**src/rtl/event_accumulator_pkg.sv**
```systemverilog
// Shared constants and state encoding for the event accumulator slice.
package event_accumulator_pkg;

  localparam int DEFAULT_CNT_W = 4;
  localparam int DEFAULT_SEQ_W = 8;

  typedef enum logic {
    IDLE = 1'b0,
    PEND = 1'b1
  } state_t;

endpackage

```
**src/rtl/event_accumulator_sat_updown_counter.sv**
```systemverilog
// Saturating up/down counter: never wraps past all-ones or below zero.
module sat_updown_counter
  import event_accumulator_pkg::*;
#(
  parameter int CNT_W = DEFAULT_CNT_W
) (
  input  logic             clk,
  input  logic             rst_n,
  input  logic             inc,
  input  logic             dec,
  output logic [CNT_W-1:0] count,
  output logic             at_max
);

  localparam logic [CNT_W-1:0] MAX = '1;

  assign at_max = (count == MAX);

  // NOTE: sequential state uses non-blocking assignments so every flop samples pre-edge values.
  always_ff @(posedge clk or negedge rst_n) begin
    if (!rst_n) begin
      count <= '0;
    end else if (inc && !dec && !at_max) begin
      count <= count + CNT_W'(1);
    end else if (dec && !inc && (count != '0)) begin
      count <= count - CNT_W'(1);
    end
  end

endmodule

```
**src/rtl/event_accumulator.sv**
```systemverilog
// Queues synchronized event pulses and offers them one at a time over a req/ack handshake.
module event_accumulator
  import event_accumulator_pkg::*;
#(
  parameter int CNT_W = DEFAULT_CNT_W,
  parameter int SEQ_W = DEFAULT_SEQ_W
) (
  input  logic             clk_b,
  input  logic             rst_n,
  input  logic             sig_b,
  input  logic             ack,
  input  logic             clr_ovf,
  output logic             req,
  output logic [SEQ_W-1:0] seq,
  output logic [CNT_W-1:0] pending,
  output logic             ovf
);

  state_t state, state_next;
  logic   xfer;
  logic   inc;
  logic   drop;
  logic   at_max;
  logic   last_one;

  // req is decoded straight from the state flop, so it is glitch-free and registered.
  assign req      = (state == PEND);
  assign xfer     = req & ack;
  assign inc      = sig_b & ~(at_max & ~xfer);
  assign drop     = sig_b & at_max & ~xfer;
  assign last_one = (pending == CNT_W'(1));

  sat_updown_counter #(
    .CNT_W(CNT_W)
  ) u_counter (
    .clk   (clk_b),
    .rst_n (rst_n),
    .inc   (inc),
    .dec   (xfer),
    .count (pending),
    .at_max(at_max)
  );

  // NOTE: next-state is defaulted first so no path through the case leaves it unassigned (no latch).
  always_comb begin
    state_next = state;
    unique case (state)
      IDLE: if (sig_b) state_next = PEND;
      PEND: if (xfer && last_one && !sig_b) state_next = IDLE;
      default: state_next = IDLE;
    endcase
  end

  always_ff @(posedge clk_b or negedge rst_n) begin
    if (!rst_n) begin
      state <= IDLE;
      seq   <= '0;
      ovf   <= 1'b0;
    end else begin
      state <= state_next;
      if (xfer) seq <= seq + SEQ_W'(1);
      // A drop in the same cycle as a clear keeps the flag set.
      if (drop)         ovf <= 1'b1;
      else if (clr_ovf) ovf <= 1'b0;
    end
  end

endmodule

```
**config.mk**
```make
export PLATFORM = sky130hd
export DESIGN_NAME = event_accumulator
export DESIGN_NICKNAME = d
export VERILOG_FILES = /design/src/rtl/event_accumulator_pkg.sv /design/src/rtl/event_accumulator_sat_updown_counter.sv /design/src/rtl/event_accumulator.sv
export SDC_FILE = /design/constraint.sdc
export NUM_CORES = 1
export LEC_CHECK = 0
export BUFFER_PORTS_ARGS = -buffer_cell sky130_fd_sc_hd__buf_2
export CAP_MARGIN = 20
export CORE_MARGIN = 5
export CORE_UTILIZATION = 40
export DETAILED_ROUTE_END_ITERATION = 8
export HOLD_SLACK_MARGIN = 0.05
export PLACE_DENSITY = 0.71
export SLEW_MARGIN = 15
export SYNTH_ARGS = -nofsm -noshare
export SYNTH_HDL_FRONTEND = slang
export SYNTH_HIERARCHICAL = 1
export SYNTH_SLANG_ARGS = --single-unit
```
**constraint.sdc**
```tcl
create_clock -name clk_b -period 2.7 [get_ports clk_b]
set_input_delay 0.405 -clock clk_b [delete_from_list [all_inputs] [get_ports clk_b]]
set_output_delay 0.405 -clock clk_b [all_outputs]
set_load 0.01 [all_outputs]
```
# After elaboration in Yosys (flattened, before gate mapping)
# Index checks and enable logic that the tools add are counted.
dict set report totals {
  reg_bits 14
  wordCells 37
  output_inout_bits 14
}
dict set report op_classes {
  mux 7
  eq_ne 2
  bitwise 8
  n_reduce_logical 13
  add_sub_neg 3
}
# op n
set op_table {}
lappend op_table {{$add 8x1->8 const B} 1}
lappend op_table {{$mux 4} 2}
lappend op_table {{$logic_and 1x1->1} 6}
lappend op_table {{$and 1x1->1} 5}
lappend op_table {{$add 4x1->4 const B} 1}
lappend op_table {{$eq 4x1->1 const B} 1}
lappend op_table {{$eq 4x4->1 const B} 1}
lappend op_table {{$logic_not 1->1} 4}
lappend op_table {{$mux 1} 4}
lappend op_table {{$reduce_bool 2->1} 2}
lappend op_table {{$reduce_bool 4->1} 1}
lappend op_table {{$sub 4x1->4 const B} 1}
lappend op_table {{$not 1->1} 3}
lappend op_table {{$pmux 1 s2} 1}

# Logic depth before layout (Yosys ltp)
# Gate-level depths: netlist of the first run.
dict set report logic_depth {
  depth_word 10
  ltp_mapped 8
  mapped_depth_nobuf 8
}

# Hierarchy
# Netlist of the first run, hierarchy kept.
# module area_per_inst_um2 n_inst cells_each
set by_module_without_submodules {}
lappend by_module_without_submodules {event_accumulator 436.7 1 38}
lappend by_module_without_submodules {sat_updown_counter 260.2 1 20}

# Worst setup path before layout of the first run
# Ideal clock, no wire load.
dict set report synth_path {
  path_type {register -> register}
  startpoint {register u_counter.count[1]}
  endpoint {register u_counter.count[3]}
  synth_period_minus_slack_ns 2.292
  stages_incl_launch_ff 9
  slack_ns 0.408
  arrival_ns 2.213
  required_time_ns 2.621
  path_cell_list {dfrtp_1 -> and4_4 -> a21boi_0 -> or3b_4 -> ha_1 -> a21o_1 -> a21oi_1 -> mux2i_1 -> xor2_1}
}
dict set report synth_via {
  elab_chain_len 8
}
# element line_no
set synth_lines {}
lappend synth_lines {{start, declared} event_accumulator_sat_updown_counter.sv:11} ;# output logic [CNT_W-1:0] count,
lappend synth_lines {{start signal, assigned} event_accumulator_sat_updown_counter.sv:24} ;# count <= count + CNT_W'(1);
lappend synth_lines {{start signal, assigned} event_accumulator_sat_updown_counter.sv:26} ;# count <= count - CNT_W'(1);
lappend synth_lines {{$eq 4x4->1 (*)} event_accumulator_sat_updown_counter.sv:17} ;# assign at_max = (count == MAX);
lappend synth_lines {{net at_max} event_accumulator.sv:23} ;# logic at_max;
lappend synth_lines {{$and 1x1->1 (*)} event_accumulator.sv:29} ;# assign inc = sig_b & ~(at_max & ~xfer);
lappend synth_lines {{$not 1->1 (*)} event_accumulator.sv:29}
lappend synth_lines {{$and 1x1->1 (*)} event_accumulator.sv:29}
lappend synth_lines {{net inc} event_accumulator.sv:21} ;# logic inc;
lappend synth_lines {{$logic_not 1->1} event_accumulator_sat_updown_counter.sv:25} ;# end else if (dec && !inc && (count != '0)) begin
lappend synth_lines {{$logic_and 1x1->1 (2 in a row)} event_accumulator_sat_updown_counter.sv:25}
lappend synth_lines {{$reduce_bool 2->1 (no source line)} --}
# The timed path passes the listed nets; every way through them passes the cells marked *. The select of a mux whose other input is x is not followed.
# A chain may end at the register's enable or synchronous reset.

# Worst setup path after layout of the first run
# Same ends and word-level chain as after synthesis.

==> flow_metrics.env, run 1 <==
export IMPL_cts_inserted_buffers=3
export IMPL_vias=519
export IMPL_crit_path_max_fanout=7
export IMPL_layout_common_cells="18 x buf_2, 14 x dfrtp_1, 6 x nand2_1"
export IMPL_antennaDiodeCount=0
export IMPL_setup_violations=0
export IMPL_final_antenna_net_count=0
export IMPL_hold_viol=0
export IMPL_crit_path_start_kind="flop"
export IMPL_wl_um=1330
export IMPL_synth_area_top_cells="dfrtp_1 50%, xnor2_1 6.3%, xor2_1 6.3%"
export IMPL_ios=19
export IMPL_clkPwrFrac_pct=12.1
export IMPL_ys_seq_area_share_pct=50.3
export IMPL_synth_top_cell_area_share_pct=50.3
export IMPL_crit_start="u_counter/count[1]"
export IMPL_syn_area_um2=697
export IMPL_drive_gt1_share_pct=38.3
export IMPL_place_ws_ns=0.299
export IMPL_initialDrtViolationCount=4
export IMPL_die_h_um=51.7
export IMPL_antenna_found_initial=0
export IMPL_worstPathCellList="and4_4, a21boi_0, or3b_4, ha_1, a21o_1, a21oi_1, mux2i_1, xor2_1"
export IMPL_fp_dieW_um=51.7
export IMPL_grt_pass1_vias=537
export IMPL_r2r_setup_slack_ns=0.31
export IMPL_worstMarginPinSlew_ns=0.326
export IMPL_dr_pass1_iters=2
export IMPL_synth_cells=58
export IMPL_drt_wirelength_per_cell_um=13.6
export IMPL_yosysUniqueCellTypes=26
export IMPL_place_congestion=0.747
export IMPL_critPathKind="reg -> reg"
export IMPL_nets=92
export IMPL_syn_to_final_growth_pct=21.7
export IMPL_skew_ns=0.00122
export IMPL_syn_area_per_cell_um2=12.0
export IMPL_cts_sinks=14
export IMPL_grt_max_degree=15
export IMPL_r2r_end="u_counter/count[3]"
export IMPL_start_util_pct=41.3
export IMPL_min_period_ns=2.39
export IMPL_placed_cell_area_um2=816
export IMPL_core_area_um2=1690
export IMPL_peakVddDrop_mv=0.515
export IMPL_hp_class="in -> reg"
export IMPL_synth_area_leader_cell="dfrtp_1"
export IMPL_slowest_stage="dfrtp_1"
export IMPL_clk_latency_ns=0.27
export IMPL_synth_seq_cells=14
export IMPL_drv_cap=0
export IMPL_grtUsageTotal_pct=11.3
export IMPL_rows=15
export IMPL_cts_htree_levels=1
export IMPL_grt_ovfl_total=0
export IMPL_mostFrequentLayoutCell="buf_2"
export IMPL_vias_per_cell=5.30
export IMPL_outcome="completed"
export IMPL_final_cells=98
export IMPL_worst_slack_ns=0.307
export IMPL_cts_tree="done"
export IMPL_sequentialPowerShare_pct=43.3
export IMPL_total_power_w=0.000934
export IMPL_numPlacedInstances=94
export IMPL_drv_slew=0
export IMPL_setup_tns_ns=0
export IMPL_clk_pin_slew_ns=0.08
export IMPL_ys_warn_count=6
export IMPL_nFillCells=160
export IMPL_drc=0
export IMPL_r2r_cells=8
export IMPL_finalCritPeriodShare_pct=88.6
export IMPL_rsz0062_at_grt="false"
export IMPL_critPathCapture="u_counter/count[3]"
export IMPL_leakage_nw=0.415
export IMPL_synth_fp_nets=67
export IMPL_root_buffer="clkbuf_4"
export IMPL_worst_endpoint_required_ns=2.90
export IMPL_power_frac_comb_pct=44.6
export IMPL_switchingPower_w=0.000367
export IMPL_die_area_um2=2680
export IMPL_max_freq_mhz=418
export IMPL_slew_headroom_pct=77.9
export IMPL_worst_setup_path_end_kind="flop"
export IMPL_cpPeakStageDelay_ns=0.47
export IMPL_cts_max_path_buffers=2
export IMPL_hpwl_um=1040
export IMPL_grt_pass1_wl_um=2270
export IMPL_p_int_w=0.000567
export IMPL_p_per_area_nw_per_um2=1100
export IMPL_crit_arrival_ns=2.59
export IMPL_io_buffers=18
export IMPL_final_area_um2=848
export IMPL_timing_rr_start="u_counter/count[1]"
export IMPL_switching_share_pct=39.3
==> registers in the layout, indices dropped and copies added (netlist names) <==
| register | count |
|---|---|
| req | 1 |
| ovf | 1 |
| u_counter/count | 4 |
| seq | 8 |
==> final cells by class <==
cell class / count / area, um2 / area share (%)
clock buffer: 3 / 22.5 / 2.65
inverter: 2 / 7.51 / 0.885
multi-input combinational: 42 / 339 / 40.0
sequential: 14 / 350 / 41.3
tap: 17 / 21.3 / 2.51
timing repair buffer: 20 / 108 / 12.7
==> cells by family (layout without fill, tap and decap cells) <==
kind of cell | after synthesis | after routing | share of synthesized area [%]
xor+xnor | 10 | 10 | 12.6
buf+inv | 2 | 25 | 1.08
mux | 4 | 4 | 6.28
fa+ha+maj | 4 | 4 | 8.26
simple gates | 18 | 18 | 15.4
compound gates | 6 | 6 | 6.10
flops | 14 | 14 | 50.3
==> power by group through the flow <==
| stage | registers (W) | logic [W] | clock network (W) |
|---|---|---|---|
| finish | 0.000404 | 0.000417 | 0.000113 |
| global route | 0.000424 | 0.000466 | 0.000129 |
| CTS | 0.000405 | 0.000427 | 0.000118 |
| detailed placement | 0.000408 | 0.000424 | 0 |
| global placement | 0.000399 | 0.000410 | 0 |
| floorplan | 0.000439 | 0.000226 | 0 |
==> how the worst min path moves through the flow <==
stage                     start  endpoint  cells past startpoint
after floorplan           rst_n       ovf                      0
after global placement    rst_n    seq[3]                      1
after detailed placement  rst_n    seq[3]                      1
after CTS                 sig_b       req                      2
after global routing      sig_b       req                      2
final                     sig_b       req                      2
==> per-stage QoR <==
step	hold slack (ns)	util, %
after CTS	0.339	50.2
after global routing	0.341	50.2
after floorplan	0.109	-
after global placement	0.317	48.3
final	0.347	50.2
after detailed placement	0.319	48.3
==> Yosys cell counts <==
| library cell | n |
|---|---|
| dfrtp_1 | 14 |
| fa_1 | 1 |
| nor2_1 | 1 |
| nand2_1 | 6 |
| ha_1 | 3 |
| nand4_1 | 1 |
| a21boi_0 | 1 |
| mux2_2 | 3 |
| a21o_2 | 1 |
| or3b_4 | 1 |
| nand2_2 | 1 |
| nor4b_1 | 1 |
| nand3_1 | 2 |
| mux2i_1 | 1 |
| a21o_1 | 1 |
| xnor2_1 | 5 |
| and3_1 | 1 |
| a21oi_1 | 1 |
| and4_2 | 1 |
| o41ai_1 | 1 |
| nor3_1 | 1 |
| xor2_1 | 5 |
| and4_4 | 1 |
| o21ai_0 | 1 |
| or2_2 | 1 |
| inv_1 | 2 |
==> critical path: cells and delay by family (launching register included) <==
family | cells | cell delay (ns)
AOI/OAI and AO/OA | 3 | 0.49
xor gates and xnor gates | 1 | 0.16
adders and majority gates | 1 | 0.29
DFF | 1 | 0.47
muxes | 1 | 0.23
and+or+nand+nor | 2 | 0.69
==> metal layers <==
metal	track usage, %	up-vias	share of wire (%)	wire length (um)
met1	13.2	252	46	611
met2	19.1	19	45	592
met4	1.31	0	0	0
met5	0	-	0	0
met3	5.73	0	9.3	124
li1	-	248	-	-
==> what timing repair did <==
item,in CTS,in global routing
buffers inserted,0,0
hold buffers,1,0
gates resized for setup,0,0
hold endpoints to repair,14,0
No activity file was read; power rests on OpenSTA's default activity.
==> run 2: changes to the inputs <==
--- a/config.mk
+++ b/config.mk
@@ -12,7 +12,7 @@
 export DETAILED_ROUTE_END_ITERATION = 8
 export HOLD_SLACK_MARGIN = 0.05
 export PLACE_DENSITY = 0.71
-export SLEW_MARGIN = 15
+export SLEW_MARGIN = 20
 export SYNTH_ARGS = -nofsm -noshare
 export SYNTH_HDL_FRONTEND = slang
 export SYNTH_HIERARCHICAL = 1
==> constraint.sdc (replaced) <==
create_clock -name clk_b -period 2.6 [get_ports clk_b]
set_input_delay 0.39 -clock clk_b [delete_from_list [all_inputs] [get_ports clk_b]]
set_output_delay 0.39 -clock clk_b [all_outputs]
set_load 0.01 [all_outputs]
==> run 2 against run 1 <==
Effect of this change: total power increased by 4.6%; utilization grew 0.44 points; critical endpoint unchanged; setup slack worse by 0.056 ns; design area is 0.88% higher; global-route usage shrank 0.36 points; via count down 3.9%; die area is the same; routed wire length decreased by 3.5%; register-to-register slack worse by 0.06 ns.
==> flow_metrics.env, run 2 (synthesis gave the netlist of run 1 again) <==
export IMPL_hp_class="in -> reg"
export IMPL_cts_max_path_buffers=2
export IMPL_largest_register="seq"
export IMPL_outcome="completed"
export IMPL_mostFrequentLayoutCell="buf_2"
export IMPL_fp_dieW_um=51.7
export IMPL_max_freq_mhz=426
export IMPL_drv_cap=0
export IMPL_ios=19
export IMPL_vias=499
export IMPL_leakage_nw=0.419
export IMPL_numPlacedInstances=95
export IMPL_initialDrtViolationCount=3
export IMPL_whs_endpoint="ovf"
export IMPL_final_area_um2=856
export IMPL_vias_per_cell=5.04
export IMPL_io_buffers=18
export IMPL_hold_viol=0
export IMPL_setup_violations=0
export IMPL_layout_common_cells="18 x buf_2, 14 x dfrtp_1, 6 x nand2_1"
export IMPL_worst_setup_path_end_kind="flop"
export IMPL_finalCritPeriodShare_pct=90.4
export IMPL_worst_endpoint_required_ns=2.80
export IMPL_antennaDiodeCount=0
export IMPL_dr_pass1_iters=2
export IMPL_core_area_um2=1690
export IMPL_largest_reg_flops=8
export IMPL_drive_gt1_share_pct=39.0
export IMPL_nets=93
export IMPL_die_area_um2=2680
export IMPL_grt_pass1_vias=515
export IMPL_wl_um=1280
export IMPL_r2r_setup_slack_ns=0.25
export IMPL_slew_headroom_pct=80.2
export IMPL_drc=0
export IMPL_place_congestion=0.851
export IMPL_r2r_end="u_counter/count[3]"
export IMPL_grt_pass1_wl_um=2190
export IMPL_cts_tree="done"
export IMPL_drt_wirelength_per_cell_um=13.0
export IMPL_placed_cell_area_um2=823
export IMPL_finish_utilization_pct=50.7
export IMPL_total_power_w=0.000977
export IMPL_multi_input_area_um2=339
export IMPL_rows=15
export IMPL_setup_tns_ns=0
export IMPL_hpwl_um=984
export IMPL_final_antenna_net_count=0
export IMPL_nFillCells=158
export IMPL_cts_htree_levels=1
export IMPL_p_per_area_nw_per_um2=1140
export IMPL_grtUsageTotal_pct=10.9
export IMPL_grt_ovfl_total=0
export IMPL_clk_pin_slew_ns=0.08
export IMPL_critPathKind="reg -> reg"
export IMPL_hold_path_depth=2
export IMPL_antenna_found_initial=0
export IMPL_largest_registers="seq (8), u_counter/count (4)"
export IMPL_skew_ns=0.00393
export IMPL_crit_path_start_kind="flop"
export IMPL_peakVddDrop_mv=0.552
export IMPL_min_period_ns=2.35
export IMPL_grt_max_degree=15
export IMPL_cts_resized=0
export IMPL_regArea_um2=350
export IMPL_final_cells=99
export IMPL_die_h_um=51.7
export IMPL_timing_rr_start="u_counter/count[2]"
export IMPL_root_buffer="clkbuf_4"
export IMPL_cts_inserted_buffers=3
export IMPL_clk_latency_ns=0.27
export IMPL_hold_start="clr_ovf"
export IMPL_cts_sinks=14
export IMPL_start_util_pct=41.3
export IMPL_worstMarginPinSlew_ns=0.293
export IMPL_drv_slew=0
export IMPL_crit_arrival_ns=2.55
export IMPL_rsz0062_at_grt="false"
export IMPL_crit_path_max_fanout=6
export IMPL_r2r_cells=8
export IMPL_syn_to_final_growth_pct=22.8
[run 2: metrics by stage]
step | hold WS, ns | worst slack, ns
final | 0.302 | 0.251
after global routing | 0.331 | 0.122
after CTS | 0.292 | 0.241
after detailed placement | 0.302 | 0.188
after global placement | 0.297 | 0.260
after floorplan | 0.0944 | 0.308
[run 2: critical path: stages (launching register included)]
cell	delay (ns)
dfrtp_1	0.45
and4_4	0.21
a21boi_0	0.19
or3b_4	0.45
ha_1	0.28
a21o_1	0.15
a21oi_1	0.18
mux2i_1	0.23
xor2_1	0.15
[run 2: where the power goes]
group / total, W / switching, W / internal (W)
Clock: 0.000114 / 0.0000609 / 0.0000535
Sequential: 0.000403 / 0.0000947 / 0.000308
Combinational: 0.000460 / 0.000222 / 0.000237
[run 2: metal layers]
layer / GRT usage (%) / vias up / wire (um)
met5: 0 / - / 0
met4: 3.93 / 0 / 0
met3: 3.72 / 0 / 88
met2: 17.2 / 16 / 565
met1: 13.9 / 230 / 630
li1: - / 253 / -
[run 2: worst max-delay path by stage]
stage	from	endpoint	slack (ns)	cells past startpoint
finish	u_counter/count[2]	u_counter/count[3]	0.25	8
global route	u_counter/count[2]	u_counter/count[3]	0.12	8
CTS	u_counter/count[2]	u_counter/count[3]	0.24	8
detailed placement	ack	u_counter/count[3]	0.19	9
global placement	ack	u_counter/count[3]	0.26	9
floorplan	u_counter/count[1]	u_counter/count[3]	0.31	8
[run 2: cell type report]
cell class	count	share of cell area, %
inverter	2	0.877
multi-input combinational	42	39.6
timing repair buffer	21	13.5
clock buffer	3	2.63
tap	17	2.49
sequential	14	40.9
[run 2: repair_timing]
item                      CTS  global route
hold buffers                1             0
hold endpoints to repair   14             0
setup buffers               0             0
